[src/rtl/if_stage_pkg.sv]
// Shared constants and types for the instruction-fetch stage.
// Holds the boot/exception vectors, pc_src encodings and the IF/ID record.
package if_stage_pkg;

    localparam logic [31:0] RESET_PC = 32'hBFC0_0000;
    localparam logic [31:0] EXC_PC   = 32'hBFC0_0380;
    localparam logic [31:0] NOP      = 32'h0000_0000;

    localparam logic [1:0] PCSRC_SEQ  = 2'b00;
    localparam logic [1:0] PCSRC_BR   = 2'b01;
    localparam logic [1:0] PCSRC_EXC  = 2'b10;
    localparam logic [1:0] PCSRC_SKIP = 2'b11;

    typedef enum logic {
        BOOT = 1'b0,
        RUN  = 1'b1
    } fetch_state_e;

    typedef struct packed {
        logic [31:0] pc;
        logic [31:0] pc4;
        logic [31:0] inst;
        logic        valid;
        logic        adel;
    } if_id_t;

    function automatic logic is_misaligned(input logic [31:0] addr);
        return (addr[1:0] != 2'b00);
    endfunction

endpackage

[src/rtl/if_stage_id_reg.sv]
// IF/ID pipeline register: kill (flush or boot edge) beats stall beats capture.
// A misaligned fetch is captured with a NOP word and the address-error flag set.
module if_id_reg
    import if_stage_pkg::*;
#(
    parameter logic [31:0] RESET_PC = if_stage_pkg::RESET_PC
) (
    input  logic        clk,
    input  logic        resetn,
    input  logic        kill,
    input  logic        stall,
    input  logic [31:0] if_pc,
    input  logic [31:0] if_inst,
    input  logic        if_adel,
    output if_id_t      id_q
);

    if_id_t id_r;
    if_id_t id_nxt_s;

    // Next IF/ID contents; a kill leaves pc/pc4 untouched
    always_comb begin
        id_nxt_s = id_r;
        if (kill) begin
            id_nxt_s.inst  = NOP;
            id_nxt_s.valid = 1'b0;
            id_nxt_s.adel  = 1'b0;
        end else if (stall) begin
            id_nxt_s = id_r;
        end else begin
            id_nxt_s.pc    = if_pc;
            id_nxt_s.pc4   = if_pc + 32'd4;
            id_nxt_s.inst  = if_adel ? NOP : if_inst;
            id_nxt_s.valid = 1'b1;
            id_nxt_s.adel  = if_adel;
        end
    end

    // IF/ID storage
    always_ff @(posedge clk or negedge resetn) begin
        if (!resetn) begin
            id_r.pc    <= RESET_PC;
            id_r.pc4   <= RESET_PC + 32'd4;
            id_r.inst  <= NOP;
            id_r.valid <= 1'b0;
            id_r.adel  <= 1'b0;
        end else begin
            id_r <= id_nxt_s;
        end
    end

    assign id_q = id_r;

endmodule

[src/rtl/if_stage.sv]
// MIPS instruction-fetch stage: fetch PC, synchronous SRAM request and IF/ID register.
// inst_sram_addr is combinational so the SRAM samples the next PC on the same edge pc_q loads it.
module if_stage
    import if_stage_pkg::*;
#(
    parameter logic [31:0] RESET_PC = if_stage_pkg::RESET_PC,
    parameter logic [31:0] EXC_PC   = if_stage_pkg::EXC_PC
) (
    input  logic        clk,
    input  logic        resetn,
    input  logic        stall,
    input  logic        flush,
    input  logic [1:0]  pc_src,
    input  logic [31:0] branch_target,
    output logic        inst_sram_en,
    output logic [3:0]  inst_sram_wen,
    output logic [31:0] inst_sram_addr,
    input  logic [31:0] inst_sram_rdata,
    output logic [31:0] id_pc,
    output logic [31:0] id_pc4,
    output logic [31:0] id_inst,
    output logic        id_valid,
    output logic        id_adel
);

    fetch_state_e state_r;
    fetch_state_e state_nxt_s;
    logic [31:0]  pc_r;
    logic         misal_r;
    logic [31:0]  next_pc_s;
    logic         fetch_ok_s;
    logic         kill_s;
    if_id_t       id_s;

    // State register
    always_ff @(posedge clk or negedge resetn) begin
        if (!resetn) begin
            state_r <= BOOT;
        end else begin
            state_r <= state_nxt_s;
        end
    end

    // Next state: BOOT lasts exactly one edge
    always_comb begin
        state_nxt_s = state_r;
        case (state_r)
            BOOT:    state_nxt_s = RUN;
            RUN:     state_nxt_s = RUN;
            default: state_nxt_s = BOOT;
        endcase
    end

    // Output decode: next fetch address; stall re-reads pc_q so rdata stays stable
    always_comb begin
        next_pc_s  = RESET_PC;
        fetch_ok_s = 1'b0;
        case (state_r)
            BOOT: begin
                next_pc_s  = RESET_PC;
                fetch_ok_s = 1'b0;
            end
            RUN: begin
                fetch_ok_s = 1'b1;
                if (stall) begin
                    next_pc_s = pc_r;
                end else begin
                    case (pc_src)
                        PCSRC_SEQ:  next_pc_s = pc_r + 32'd4;
                        PCSRC_BR:   next_pc_s = branch_target;
                        PCSRC_EXC:  next_pc_s = EXC_PC;
                        PCSRC_SKIP: next_pc_s = pc_r + 32'd8;
                        default:    next_pc_s = pc_r + 32'd4;
                    endcase
                end
            end
            default: begin
                next_pc_s  = RESET_PC;
                fetch_ok_s = 1'b0;
            end
        endcase
    end

    // Fetch PC and its misalignment flag advance together
    always_ff @(posedge clk or negedge resetn) begin
        if (!resetn) begin
            pc_r    <= RESET_PC;
            misal_r <= 1'b0;
        end else if ((state_r == RUN) && !stall) begin
            pc_r    <= next_pc_s;
            misal_r <= is_misaligned(next_pc_s);
        end else begin
            pc_r    <= pc_r;
            misal_r <= misal_r;
        end
    end

    assign inst_sram_addr = {next_pc_s[31:2], 2'b00};
    assign inst_sram_en   = !is_misaligned(next_pc_s);
    assign inst_sram_wen  = 4'b0000;

    // The boot edge has no word on rdata yet, so it is treated like a flush
    assign kill_s = flush || !fetch_ok_s;

    if_id_reg #(
        .RESET_PC (RESET_PC)
    ) u_if_id_reg (
        .clk     (clk),
        .resetn  (resetn),
        .kill    (kill_s),
        .stall   (stall),
        .if_pc   (pc_r),
        .if_inst (inst_sram_rdata),
        .if_adel (misal_r),
        .id_q    (id_s)
    );

    assign id_pc    = id_s.pc;
    assign id_pc4   = id_s.pc4;
    assign id_inst  = id_s.inst;
    assign id_valid = id_s.valid;
    assign id_adel  = id_s.adel;

endmodule

[config.mk]
export PLATFORM = sky130hd
export DESIGN_NAME = if_stage
export DESIGN_NICKNAME = d
export VERILOG_FILES = /design/src/rtl/if_stage_pkg.sv /design/src/rtl/if_stage_id_reg.sv /design/src/rtl/if_stage.sv
export SDC_FILE = /design/constraint.sdc
export NUM_CORES = 1
export LEC_CHECK = 0
export CORE_UTILIZATION = 50
export DETAILED_ROUTE_END_ITERATION = 8
export HOLD_SLACK_MARGIN = 0.1
export PLACE_DENSITY = 0.88
export SLEW_MARGIN = 0
export SYNTH_ARGS = -nofsm -noshare
export SYNTH_HDL_FRONTEND = slang
export SYNTH_SLANG_ARGS = --single-unit
[constraint.sdc]
create_clock -name clk -period 5.2 [get_ports clk]
set_input_delay 1.56 -clock clk [delete_from_list [all_inputs] [get_ports clk]]
set_output_delay 1.56 -clock clk [all_outputs]
set_load 0.02 [all_outputs]
==> results.py, run 1 <==
metrics = {
    "worst_setup_path": {
        "arrival_ns": 3.52,
        "worstPathMaxFanout": 7,
        "worstSetupPathType": "in2out",
        "cp-end-kind": "primary output",
        "start_kind": "input port",
        "worst_ep_required_time_ns": 3.64,
        "reg2reg_slack_ns": 2.46,
        "worst-r2r-cell-count": 7,
    },
    "floorplan": {
        "io_pins": 205,
        "die_w_um": 127,
        "rows": 45,
        "die_height_um": 127,
        "die_area_mm2": 0.0160,
        "core_mm2": 0.0152,
        "initial_utilization_pct": 51.1,
    },
    "logic_synthesis": {
        "synthTopCellsByArea": "dfrtp_1 33%, dfstp_2 9.5%, a21oi_1 4.4%",
        "synth_top_area_share_pct": 32.9,
        "ys_types": 69,
        "synthArstFlopShare_pct": 100,
        "synth_edf_count": 0,
        "synth_warnings": 0,
        "netlist_area_mm2": 0.00777,
        "synth_ff_type": "dfrtp_1",
        "ys_ff_latch": 130,
        "ys_seq_area_share_pct": 42.3,
        "avgSynthCellArea_um2": 8.94,
        "synthCells": 869,
        "yosys.area.top_type": "dfrtp_1",
    },
    "cells_and_area": {
        "design_area_mm2": 0.0109,
        "fin_nets": 1153,
        "area_delta_synth_final_pct": 40.1,
        "antenna_cells": 0,
        "drive_gt1_share_pct": 21.7,
    },
    "sta": {
        "min_period_ns": 5.08,
        "slew_viol_final": 0,
        "fin_skew_ns": 0.0110,
        "layout_setup_ws_ns": 0.122,
        "rsz0062_at_grt": "false",
        "fin_crit_sh_pct": 97.7,
        "relSlewSlack_pct": 40.2,
        "setup_viol": 0,
        "clock.fmax_mhz": 197,
        "whs_ns": 0.479,
        "tightest_slew_ns": 0.895,
        "hold_viol_final": 0,
    },
    "clocking": {
        "cts_sinks": 130,
        "clock-root-buffer": "clkbuf_16",
        "cts_hold_buf": 0,
        "clock_latency_ns": 0.42,
        "numCtsBuffers": 17,
        "clkTransAtPathRegs_ns": 0.05,
        "htree_num_levels": 4,
        "cts_tree": "built",
        "cts_buffer_depth": 2,
    },
    "power_and_ir_drop": {
        "p_leak_nw": 4.50,
        "p_total_mw": 4.06,
        "ir_drop_uv": 306,
        "power-per-cell-area_mw_per_mm2": 373,
    },
    "global_route": {
        "track_usage_pct": 34.6,
        "gr-total-overflow": 0,
        "grt_start_max_net_pins": 57,
        "antenna_found_initial": 0,
        "grt_pass1_wl_mm": 42.3,
        "grt_pass1_vias": 7700,
    },
    "route": {
        "drtIter0Drc": 861,
        "post-route-drc-count": 0,
        "ant_nets": 0,
        "vias": 8024,
        "wl_per_cell_um": 21.2,
        "drt_wl_total_mm": 27.2,
        "post_drt_via_cell_ratio": 6.26,
        "drt-pass1-iter-count": 6,
    },
    "flow_run": {
        "cap_violations": 0,
    },
    "hold_path": {
        "min_path_cells": 2,
        "min_path_type": "reg2reg",
    },
    "placement": {
        "pre_cts_ws_ns": -0.460,
        "routabilityCongestion": 1.02,
        "port_buffers": 198,
        "place.detailed.hpwl_mm": 19.8,
        "placed_area_mm2": 0.0102,
    },
    "status": {
        "run_status": "finished clean",
    },
}
cell usage in the layout (no fill, tap or decap), drive strengths merged, types with 5 or more instances in the layout:
master,synthesis,final
a211oi,19,19
a21o,7,7
a21oi,68,68
a22o,36,36
a31oi,13,13
and3,5,5
and4,9,9
buf,43,108
clkbuf,71,28
clkdlybuf4s50,0,164
clkinv,2,7
conb,2,7
dfrtp,102,102
dfstp,28,28
dlygate4sd2,0,14
inv,13,14
mux2,29,29
nand2,69,69
nand2b,6,6
nand3,26,26
nand4,20,20
nor2,73,73
nor2b,5,5
nor3,20,20
nor4,13,13
o211ai,6,6
o21a,6,6
o21ai,54,54
o22ai,8,8
o31ai,6,6
or3,8,8
xnor2,20,20
xor2,10,10
synthesized netlist by cell type (3+ instances only):
library cell and number:
a31oi_1 13, mux2i_1 4, xnor2_1 20, o22ai_1 8, o41ai_1 4, o211ai_1 6, xor2_1 10, a21o_1 7
a211oi_1 19, o31ai_1 6, a21oi_1 68, or3_1 7, nor3_1 20, clkbuf_1 71, nand2_1 69, o31a_1 4
or2_2 3, a21boi_0 3, buf_1 4, a311oi_1 3, o2111ai_1 3, mux2_2 29, o21a_1 6, and4_1 7
and3_1 5, dfstp_2 28, nor2b_1 5, o211a_1 4, o21ai_0 54, a22o_1 36, a221o_1 4, nor3b_1 4
nand3_1 26, inv_1 13, nor4_1 13, nand2b_1 6, nand4_1 19, dfrtp_1 102, buf_4 38, nor2_1 73
a221oi_1 4
metal layers:
layer	GRT usage [%]	share of wire, %	vias to the layer above
li1	-	-	3585
met1	45.1	39	3786
met2	54.8	45	555
met3	7.80	11	98
met4	16.7	4.4	0
met5	0	0	-
power breakdown:
group,switching [mW],internal [mW]
clock,0.450,0.801
sequential,0.228,1.24
combinational,0.724,0.623
registers in the layout, summed over array words and instances (netlist names):
| signal | cells |
|---|---|
| pc_r | 32 |
| u_if_id_reg.id_q | 96 |
| misal_r | 1 |
| state_r | 1 |
final cells by class:
cell class	count	area [µm²]
fill	1177	4320
multi-input combinational	615	3960
sequential	130	3290
timing repair buffer	302	2730
clock buffer	19	433
tap	188	235
clock inverter	13	184
inverter	15	56.3
worst max-delay path: stages:
cell and delay, ns:
clkdlybuf4s50_1 0.51, nand2b_2 0.32, a211oi_1 0.33, nand4_1 0.13, o311ai_1 0.15, a21oi_1 0.15
dlygate4sd2_1 0.36
cell families after synthesis:
group / after synthesis / synth area share (%)
flops: 130 / 42.3
fa+ha+maj: 2 / 0.322
other cells: 2 / 0.0967
simple gates: 270 / 17.4
xor+xnor: 30 / 3.38
mux: 33 / 4.72
compound gates: 273 / 23.7
buf+inv: 129 / 8.09
path summary, 6_finish.rpt:
path	start	to
max	stall	inst_sram_addr[25]
min	u_if_id_reg.id_q[36]$_DFFE_PN1P_	u_if_id_reg.id_q[36]$_DFFE_PN1P_
max reg2reg	pc_r[15]$_DFFE_PN0P_	u_if_id_reg.id_q[60]$_DFFE_PN1P_
min reg2reg	u_if_id_reg.id_q[36]$_DFFE_PN1P_	u_if_id_reg.id_q[36]$_DFFE_PN1P_
max in group asynchronous	resetn	u_if_id_reg.id_q[97]$_DFFE_PN1P_
min in group asynchronous	resetn	u_if_id_reg.id_q[0]$_DFFE_PN0P_
repair_timing:
| action | 4_1_cts | 5_1_grt |
|---|---|---|
| setup buffers | 1 | 0 |
| pin swaps | 3 | 1 |
| resized for setup | 60 | 29 |
| gates cloned | 0 | 1 |
| endpoints found under the setup margin | 30 | 21 |
metrics by stage:
| stage | TNS, ns | std cells | util (%) |
|---|---|---|---|
| floorplan | 0 | 874 | - |
| global placement | -8.53 | 1248 | 67.3 |
| detailed placement | -8.54 | 1248 | 67.3 |
| CTS | -0.210 | 1281 | 71.8 |
| global route | 0 | 1282 | 71.6 |
| finish | 0 | 1282 | 71.6 |
Power figures use the tool's default switching activity.
==> run 2: changes to the inputs <==
Settings changed: CAP_MARGIN from default to 20.
==> results of run 2 <==
Final layout, timing and power as in run 1 (identical DEF).
